===== src/rtl/cdb_arbiter.sv =====
// Common data bus arbiter: rotating-priority selection of up to NUM_PORTS
// functional-unit results per cycle, broadcast on registered CDB ports.
module cdb_arbiter #(
  parameter int NUM_REQ   = 5,
  parameter int NUM_PORTS = 2,
  parameter int TAG_W     = 3,
  parameter int DATA_W    = 32
) (
  input  logic                                clk,
  input  logic                                reset_n,
  input  logic                                flush,
  input  logic [NUM_REQ-1:0]                  req_valid,
  input  logic [NUM_REQ-1:0][TAG_W-1:0]       req_tag,
  input  logic [NUM_REQ-1:0][DATA_W-1:0]      req_data,
  output logic [NUM_REQ-1:0]                  grant,
  output logic [NUM_PORTS-1:0]                cdb_valid,
  output logic [NUM_PORTS-1:0][TAG_W-1:0]     cdb_tag,
  output logic [NUM_PORTS-1:0][DATA_W-1:0]    cdb_value
);

  localparam int PTR_W = (NUM_REQ > 1) ? $clog2(NUM_REQ) : 1;

  logic [PTR_W-1:0]                  rr_ptr_q, rr_ptr_d;
  logic [NUM_PORTS-1:0]              cdb_valid_q, cdb_valid_d;
  logic [NUM_PORTS-1:0][TAG_W-1:0]   cdb_tag_q, cdb_tag_d;
  logic [NUM_PORTS-1:0][DATA_W-1:0]  cdb_value_q, cdb_value_d;

  logic [NUM_REQ-1:0]                avail;
  logic [NUM_PORTS-1:0]              port_hit;
  logic [NUM_PORTS-1:0][PTR_W-1:0]   port_sel;
  logic [PTR_W-1:0]                  last_idx;
  logic [PTR_W:0]                    sum;
  logic [PTR_W-1:0]                  idx;

  // Each port takes the first still-unclaimed requester in rotating order, so
  // port 0 always holds the earlier unit and the last hit is the newest grant.
  always_comb begin
    avail    = req_valid & {NUM_REQ{reset_n & ~flush}};
    grant    = '0;
    port_hit = '0;
    port_sel = '0;
    last_idx = rr_ptr_q;
    sum      = '0;
    idx      = '0;
    for (int p = 0; p < NUM_PORTS; p++) begin
      for (int i = 0; i < NUM_REQ; i++) begin
        sum = {1'b0, rr_ptr_q} + (PTR_W+1)'(i);
        if (sum >= (PTR_W+1)'(NUM_REQ)) begin
          sum = sum - (PTR_W+1)'(NUM_REQ);
        end
        idx = sum[PTR_W-1:0];
        if (!port_hit[p] && avail[idx]) begin
          port_hit[p] = 1'b1;
          port_sel[p] = idx;
          avail[idx]  = 1'b0;
          grant[idx]  = 1'b1;
          last_idx    = idx;
        end
      end
    end
  end

  always_comb begin
    cdb_valid_d = port_hit;
    cdb_tag_d   = cdb_tag_q;
    cdb_value_d = cdb_value_q;
    for (int p = 0; p < NUM_PORTS; p++) begin
      if (port_hit[p]) begin
        cdb_tag_d[p]   = req_tag[port_sel[p]];
        cdb_value_d[p] = req_data[port_sel[p]];
      end
    end
    rr_ptr_d = rr_ptr_q;
    if (|port_hit) begin
      rr_ptr_d = (last_idx == PTR_W'(NUM_REQ-1)) ? '0 : last_idx + 1'b1;
    end
  end

  always_ff @(posedge clk or negedge reset_n) begin
    if (!reset_n) begin
      rr_ptr_q    <= '0;
      cdb_valid_q <= '0;
      cdb_tag_q   <= '0;
      cdb_value_q <= '0;
    end else begin
      rr_ptr_q    <= rr_ptr_d;
      cdb_valid_q <= cdb_valid_d;
      cdb_tag_q   <= cdb_tag_d;
      cdb_value_q <= cdb_value_d;
    end
  end

  assign cdb_valid = cdb_valid_q;
  assign cdb_tag   = cdb_tag_q;
  assign cdb_value = cdb_value_q;

endmodule


===== config.mk =====
export PLATFORM = sky130hd
export DESIGN_NAME = cdb_arbiter
export DESIGN_NICKNAME = d
export VERILOG_FILES = /design/src/rtl/cdb_arbiter.sv
export SDC_FILE = /design/constraint.sdc
export NUM_CORES = 1
export LEC_CHECK = 0
export ABC_AREA = 1
export BUFFER_PORTS_ARGS = -buffer_cell sky130_fd_sc_hd__buf_4
export CAP_MARGIN = 20
export CORE_ASPECT_RATIO = 1.4
export CORE_MARGIN = 2
export CORE_UTILIZATION = 40
export DETAILED_ROUTE_END_ITERATION = 8
export HOLD_SLACK_MARGIN = 0.05
export PLACE_DENSITY_LB_ADDON = 0.08
export SYNTH_ARGS = -nofsm -noshare
export SYNTH_HDL_FRONTEND = slang
export SYNTH_SLANG_ARGS = --single-unit

===== constraint.sdc =====
create_clock -name clk -period 7.9 [get_ports clk]
set_input_delay 0.79 -clock clk [delete_from_list [all_inputs] [get_ports clk]]
set_output_delay 0.79 -clock clk [all_outputs]
set_load 0.1 [all_outputs]

==> results by group, run 1 <==
Outcome
  – Status: completed

Worst setup path
  – Crit start category: flip-flop
  – Crit-path slowest cell: nor2_1
  – Critical path arrival: 6.64 ns
  – Crit-path max cell delay: 0.51 ns
  – Critical path fanouts, max: 8
  – Critical Path Sink Type: primary output
  – Most used cell, CP: nand2_1
  – Critical Path RT: 7.11 ns
  – Critical path class: reg -> out

CTS
  – Num CTS Buffers: 9
  – Reg clk slew, reported paths: 0.06 ns
  – CTS tree: yes
  – Insertion delay to the later sink of the worst-skew pair: 0.36 ns
  – Clock sinks: 75
  – Max Buffers Root-to-Sink: 2
  – CTS Hold Bufs: 0
  – Root buf cell: clkbuf_16
  – Clock H-tree levels: 3

Route
  – Drt first pass iters: 5
  – Number of vias per cell: 5.34
  – Initial DRC Count: 828
  – DR WL/cell: 19.1 um
  – Via Count: 11.3k
  – Drt drc: 0
  – Final ANT Viol Nets: 0
  – Drt total wl: 40300 um

Global route
  – Initial antenna violation count: 0
  – Global-route wire length before repair: 61300 um
  – GRT Util Overall: 34.9%
  – Largest net degree at the start of global routing: 72
  – Vias in the first global route: 10.9k
  – Gr ovfl total: 0

Die
  – Core area: 0.0217 sq mm
  – Die width: 129 um
  – Starting Density: 40.4%
  – I/O pin cnt: 260
  – Site Rows: 64
  – Die area: 0.0231 sq mm
  – Die height: 179 um

Yosys
  – Async S/R FF share, synth: 100%
  – Post-synthesis mux area share: 0%
  – Area of the mapped netlist: 0.00876 sq mm
  – Syn Nets: 1769
  – Post-Synth Simple-Gate Area: 46.8%
  – Main synth FF type: dfrtp_1
  – Synth Area in Compound Gates: 13.5%
  – Sequential fraction of the synthesis area: 21.4%
  – Flops & latches, synth: 75
  – Synth Warn #: 0
  – Post-synthesis xor/xnor area fraction: 0.500%
  – Synth Area in Adders: 1.66%
  – Main combinational cell family by area after synthesis: simple AND/OR/NAND/NOR gates
  – EDFF count, synth: 0
  – Mean Syn Cell Area: 5.56 sq um
  – Syn Inst Count: 1575
  – Post-synth cell types: 43

Final layout
  – Area Growth Syn to Fin: 31.6%
  – Layout cells sized above 1: 22.4%
  – Ant diodes: 0
  – Non-Filler Instances: 2108
  – Fin nets: 2000
  – Post-route core utilization: 53.1%
  – Multi-input gate area: 0.00556 sq mm
  – # fillers: 2366
  – Seq. cell area: 0.00188 sq mm

Placement
  – Dpl cells: 2087
  – Final GP Congestion: 1.05
  – Post-DP HPWL: 30000 um
  – Buffers on Ports: 259

Min path
  – Class of the worst hold path: in -> async

Timing
  – Clock period minus final worst setup slack: 7.43 ns
  – Max Clk Rate: 0.135 GHz
  – Fin. max-slew vios: 0
  – Clock Skew: 0.00654 ns
  – Setup violations, final: 0
  – Relative max-transition margin: 34.5%
  – WHS: 0.504 ns
  – Fin crit share: 94.0%
  – Worst-Margin Slew: 0.981 ns
  – Final hold vios: 0

Job
  – Max_cap viols: 0
[path summary, 6_finish.rpt]
| kind | start | end | slack, ns | cells past startpoint |
|---|---|---|---|---|
| min in group clk | cdb_value[21]$_DFFE_PN0P_ | cdb_value[21]$_DFFE_PN0P_ | 0.53 | 2 |
| worst min-delay path | reset_n | cdb_value[33]$_DFFE_PN0P_ | 0.50 | 2 |
| max in group asynchronous | reset_n | rr_ptr_q[1]$_DFFE_PN0P_ | 6.23 | 3 |
| worst max register to register | rr_ptr_q[1]$_DFFE_PN0P_ | cdb_value[59]$_DFFE_PN0P_ | 0.83 | 44 |
| worst min register to register | cdb_value[21]$_DFFE_PN0P_ | cdb_value[21]$_DFFE_PN0P_ | 0.53 | 2 |
| worst max-delay path | rr_ptr_q[1]$_DFFE_PN0P_ | grant[0] | 0.47 | 40 |
[worst max-delay path, delay by kind of cell (launching register included)]
family	cells	cell delay (ns)
AO/OA/AOI/OAI	2	0.28
flip-flops	1	0.42
AND/OR/NAND/NOR	29	3.79
buffers and inverters	6	1.08
adder cells (fa/ha/maj)	2	0.55
XOR/XNOR	1	0.15
[logic make-up after synthesis]
family / count (synthesis)
compound gates: 222
xor+xnor: 5
fa+ha+maj: 11
buf+inv: 354
flops: 75
simple gates: 908
[state kept, by name (all words and copies together) (netlist names)]
register / cells
cdb_tag: 6
cdb_value: 64
rr_ptr_q: 3
cdb_valid: 2
[through the flow]
stage               setup WS (ns)  cell area, sq um  setup TNS [ns]
floorplan                   0.426              8760               0
global placement            0.675             11000               0
detailed placement          0.709             11000               0
CTS                         0.299             11400               0
global route              -0.0119             11500         -0.0222
finish                      0.474             11500               0
[cells in the mapped netlist, drive strengths merged, types with 2 or more instances]
cell type / n / area (sq um)
o21ai: 57 / 293
clkinv: 19 / 71.3
xor2: 4 / 35.0
a221oi: 2 / 17.5
ha: 10 / 125
nor2: 192 / 787
nand4: 26 / 169
clkbuf: 44 / 169
nand2: 412 / 1610
a21oi: 149 / 761
inv: 254 / 958
o22ai: 3 / 18.8
o2111ai: 2 / 17.5
buf: 37 / 216
nand3: 238 / 1320
dfrtp: 75 / 1880
o221ai: 4 / 35.0
nor3: 36 / 180
o211ai: 2 / 15.0
and3: 2 / 12.5
[timing repair]
action | 4_1_cts | 5_1_grt
setup buffers | 0 | 4
endpoints found under the setup margin | 0 | 9
resized for setup | 0 | 18
endpoints found under the hold margin | 0 | 0
[cell type report]
type	count	share of cell area (%)
Clock buffer	12	2.31
Clock inverter	4	0.825
Inverter	273	8.99
Multi-Input combinational cell	1146	48.2
Sequential cell	75	16.3
Tap cell	297	3.22
Timing Repair Buffer	301	20.2
[cell usage in the layout (no fill, tap or decap), drive strengths merged, types with 3 or more instances in the layout]
master    n
o221ai    4
nand4    26
xor2      4
buf     301
a21oi   149
nor2    192
o22ai     3
clkbuf   12
ha       10
dfrtp    75
inv     253
nand2   412
o21ai    57
bufinv    3
nor3     36
nand3   238
clkinv   20
[layer usage]
layer  part of all wire, %  wire length, um  track usage, %
met1                    37            14800            39.2
met2                    50            20300            61.6
met3                   6.5             2600            6.00
met4                   6.4             2580            20.3
met5                     0                0               0
Power of run 1 is not shown: default switching activity piles up to over one toggle a cycle in this logic, so the estimate is an artifact.
==> run 2: changes to the inputs <==
Settings changed: ABC_AREA 1 to default.
==> run 2 against run 1 <==
Effect of this change: core utilization shrank 0.25 points; worst hold slack lost 0.059 ns; non-clock buffer count shrank 11; count of clock-buffer cells in the layout shrank 1; critical path type unchanged; clock skew grew 0.0050 ns; first-iteration DRC count shrank 30%.
==> results by group, run 2 <==
Route
  – Initial DRC Count: 583 (was 828)
  – Drt drc: 0 (unchanged)
  – DR WL/cell: 24.6 um (was 19.1 um)
  – Via Count: 8601 (was 11.3k)
  – Number of vias per cell: 6.19 (was 5.34)
  – Drt total wl: 34200 um (was 40300 um)
  – Final ANT Viol Nets: 0 (unchanged)
  – Drt first pass iters: 7 (was 5)

Die
  – Die height: 171 um (was 179 um)
  – Die area: 0.0211 sq mm (was 0.0231 sq mm)
  – Starting Density: 40.4% (about the same)
  – Die width: 123 um (was 129 um)
  – Core area: 0.0197 sq mm (was 0.0217 sq mm)
  – Site Rows: 61 (was 64)
  – I/O pin cnt: 260 (unchanged)

Worst setup path
  – Critical path class: reg -> out (unchanged)
  – Most used cell, CP: a211oi_1 (was nand2_1)
  – CP Cell Sequence: inv_1 -> ha_1 -> a21oi_1 -> o22ai_1 -> nor4_2 -> nor2_2 -> a211oi_1 -> o22a_1 -> nand2_1 -> a211oi_1 -> o32ai_2 -> o311a_1 -> a2111oi_4 -> o211ai_2 -> and2_1 -> o311ai_1 -> buf_4
  – Crit start category: flip-flop (unchanged)
  – Crit-path max cell delay: 0.72 ns (was 0.51 ns)
  – Critical path fanouts, max: 10 (was 8)
  – Critical Path Source: rr_ptr_q[1]$_DFFE_PN0P_ (unchanged)
  – Critical Path Sink Type: primary output (unchanged)
  – Worst Reg-to-Reg Cells: 18 (was 44)
  – Worst setup endpoint: grant[1] (was grant[0])
  – Critical path arrival: 6.60 ns (was 6.64 ns)
  – Crit-path slowest cell: nor4_2 (was nor2_1)
  – Critical Path RT: 7.11 ns (about the same)
  – R2R setup slack: 0.95 ns (was 0.83 ns)
  – Worst r2r dst: cdb_tag[5]$_DFFE_PN0P_ (was cdb_value[59]$_DFFE_PN0P_)
  – Reg2reg start: rr_ptr_q[1]$_DFFE_PN0P_ (unchanged)

Timing
  – Clock Skew: 0.0115 ns (was 0.00654 ns)
  – Clock period minus final worst setup slack: 7.39 ns (was 7.43 ns)
  – Setup TNS: 0 ns (unchanged)
  – Setup violations, final: 0 (unchanged)
  – Final hold vios: 0 (unchanged)
  – Fin crit share: 93.6% (was 94.0%)
  – Worst-Margin Slew: 1.12 ns (was 0.981 ns)
  – Relative max-transition margin: 25.1% (was 34.5%)
  – Fin. max-slew vios: 0 (unchanged)
  – Unrepaired setup endpoints after global routing: false
  – Max Clk Rate: 0.135 GHz (about the same)

Placement
  – Post-DP HPWL: 26200 um (was 30000 um)
  – Placement Cell Area: 0.0101 sq mm (was 0.0110 sq mm)
  – Buffers on Ports: 259 (unchanged)
  – Final GP Congestion: 0.947 (was 1.05)

Yosys
  – Mean Syn Cell Area: 8.88 sq um (was 5.56 sq um)
  – Post-synth cell types: 94 (was 43)
  – Main synth FF type: dfrtp_1 (unchanged)
  – Largest cells by area after synthesis: dfrtp_1 24%, mux2i_1 14%, mux4_2 9.9% (was dfrtp_1 21%, nand2_1 17%, nand3_1 12%)
  – Area of the mapped netlist: 0.00796 sq mm (was 0.00876 sq mm)
  – Flops & latches, synth: 75 (unchanged)
  – Async S/R FF share, synth: 100% (unchanged)
  – Area share of the leading cell type in the synthesized netlist: 23.6% (was 21.4%)
  – Syn Inst Count: 897 (was 1575)
  – Synth Warn #: 0 (unchanged)
  – EDFF count, synth: 0 (unchanged)
  – Syn Nets: 1091 (was 1769)
  – Most frequent cells after synthesis: 108 x mux2i_1, 87 x nand2_1, 76 x o21ai_1 (was 393 x nand2_1, 237 x inv_1, 218 x nand3_1)
  – Sequential fraction of the synthesis area: 23.6% (was 21.4%)
  – Yosys top cell by area: dfrtp_1 (unchanged)
  – Most numerous cell in the Yosys netlist: mux2i_1 (was nand2_1)

Final layout
  – # fillers: 1943 (was 2366)
  – Area Growth Syn to Fin: 30.8% (was 31.6%)
  – Layout cells sized above 1: 34.0% (was 22.4%)
  – Post-route core utilization: 52.9% (was 53.1%)
  – Max reg flops: 64 (unchanged)
  – Multi-input gate area: 0.00564 sq mm (was 0.00556 sq mm)
  – Commonest non-fill, non-tap cell in the layout: buf_4 (was nand2_1)
  – Final Cell Area: 0.0104 sq mm (was 0.0115 sq mm)
  – Seq. cell area: 0.00188 sq mm (about the same)
  – Fin nets: 1327 (was 2000)
  – Commonest cells after routing, fill and taps aside: 285 x buf_4, 108 x mux2i_1, 86 x nand2_1, 76 x o21ai_1, 75 x dfrtp_1 (was 388 x nand2_1, 295 x buf_4, 236 x inv_1, 218 x nand3_1, 181 x nor2_1)
  – Ant diodes: 0 (unchanged)

Global route
  – Largest net degree at the start of global routing: 71 (was 72)
  – Gr ovfl total: 0 (unchanged)
  – GRT Util Overall: 32.9% (was 34.9%)
  – Vias in the first global route: 8749 (was 10.9k)
  – Initial antenna violation count: 0 (unchanged)
  – Global-route wire length before repair: 51300 um (was 61300 um)

CTS
  – Reg clk slew, reported paths: 0.07 ns (was 0.06 ns)
  – Insertion delay to the later sink of the worst-skew pair: 0.34 ns (was 0.36 ns)
  – Num CTS Buffers: 9 (unchanged)
  – Clock H-tree levels: 3 (unchanged)
  – Post-CTS Resized: 0 (unchanged)
  – CTS tree: yes (unchanged)
  – Root buf cell: clkbuf_16 (unchanged)
  – Setup Fix Bufs, Post-CTS: 0 (unchanged)
  – Clock sinks: 75 (unchanged)
  – Max Buffers Root-to-Sink: 2 (unchanged)
  – CTS Hold Bufs: 0 (unchanged)

Min path
  – Class of the worst hold path: in -> async (unchanged)

Job
  – Max_cap viols: 0 (unchanged)

Outcome
  – Status: completed (unchanged)
[run 2: cell type report]
class | instances | area share [%]
flip-flops and latches | 75 | 18.0
clock buffers | 11 | 2.43
well taps | 252 | 3.03
clock inverters | 5 | 0.360
multi-input cells | 741 | 54.2
inverters | 16 | 0.577
repair buffers | 290 | 21.4
[run 2: worst min-delay path by stage]
| stage | end | cells past startpoint |
|---|---|---|
| detailed placement | cdb_value[63]$_DFFE_PN0P_ | 1 |
| CTS | cdb_tag[2]$_DFFE_PN0P_ | 2 |
| global placement | cdb_value[39]$_DFFE_PN0P_ | 1 |
| floorplan | cdb_tag[0]$_DFFE_PN0P_ | 0 |
| global route | cdb_tag[2]$_DFFE_PN0P_ | 2 |
| finish | cdb_valid[0]$_DFF_PN0_ | 2 |
[run 2: cells by family after synthesis]
group / synth area share [%]
xor+xnor: 0.550
flops: 23.6
compound gates: 28.6
mux: 23.9
buf+inv: 6.25
simple gates: 15.3
fa+ha+maj: 1.82
[run 2: critical path: cells and delay by family, from the launching register on]
family,cells,cell delay (ns)
buffers and inverters,2,0.57
adders and majority gates,1,0.31
and+or+nand+nor,4,1.42
DFF,1,0.55
AOI/OAI and AO/OA,10,3.38
[run 2: routing by layer]
layer | share of wire, % | global-route usage (%)
met5 | 0 | 0
met4 | 6.7 | 20.5
met3 | 6.4 | 7.13
met2 | 53 | 58.7
met1 | 34 | 34.4
[run 2: per-stage QoR]
| stage | worst slack, ns | cells | hold slack (ns) |
|---|---|---|---|
| finish | 0.508 | 1390 | 0.445 |
| global route | 0.0925 | 1390 | 0.451 |
| CTS | 0.253 | 1389 | 0.462 |
| detailed placement | 0.646 | 1373 | 0.498 |
| global placement | 0.519 | 1373 | 0.493 |
| floorplan | -0.293 | 897 | 0.494 |
Power of run 2 is left out for the same reason.
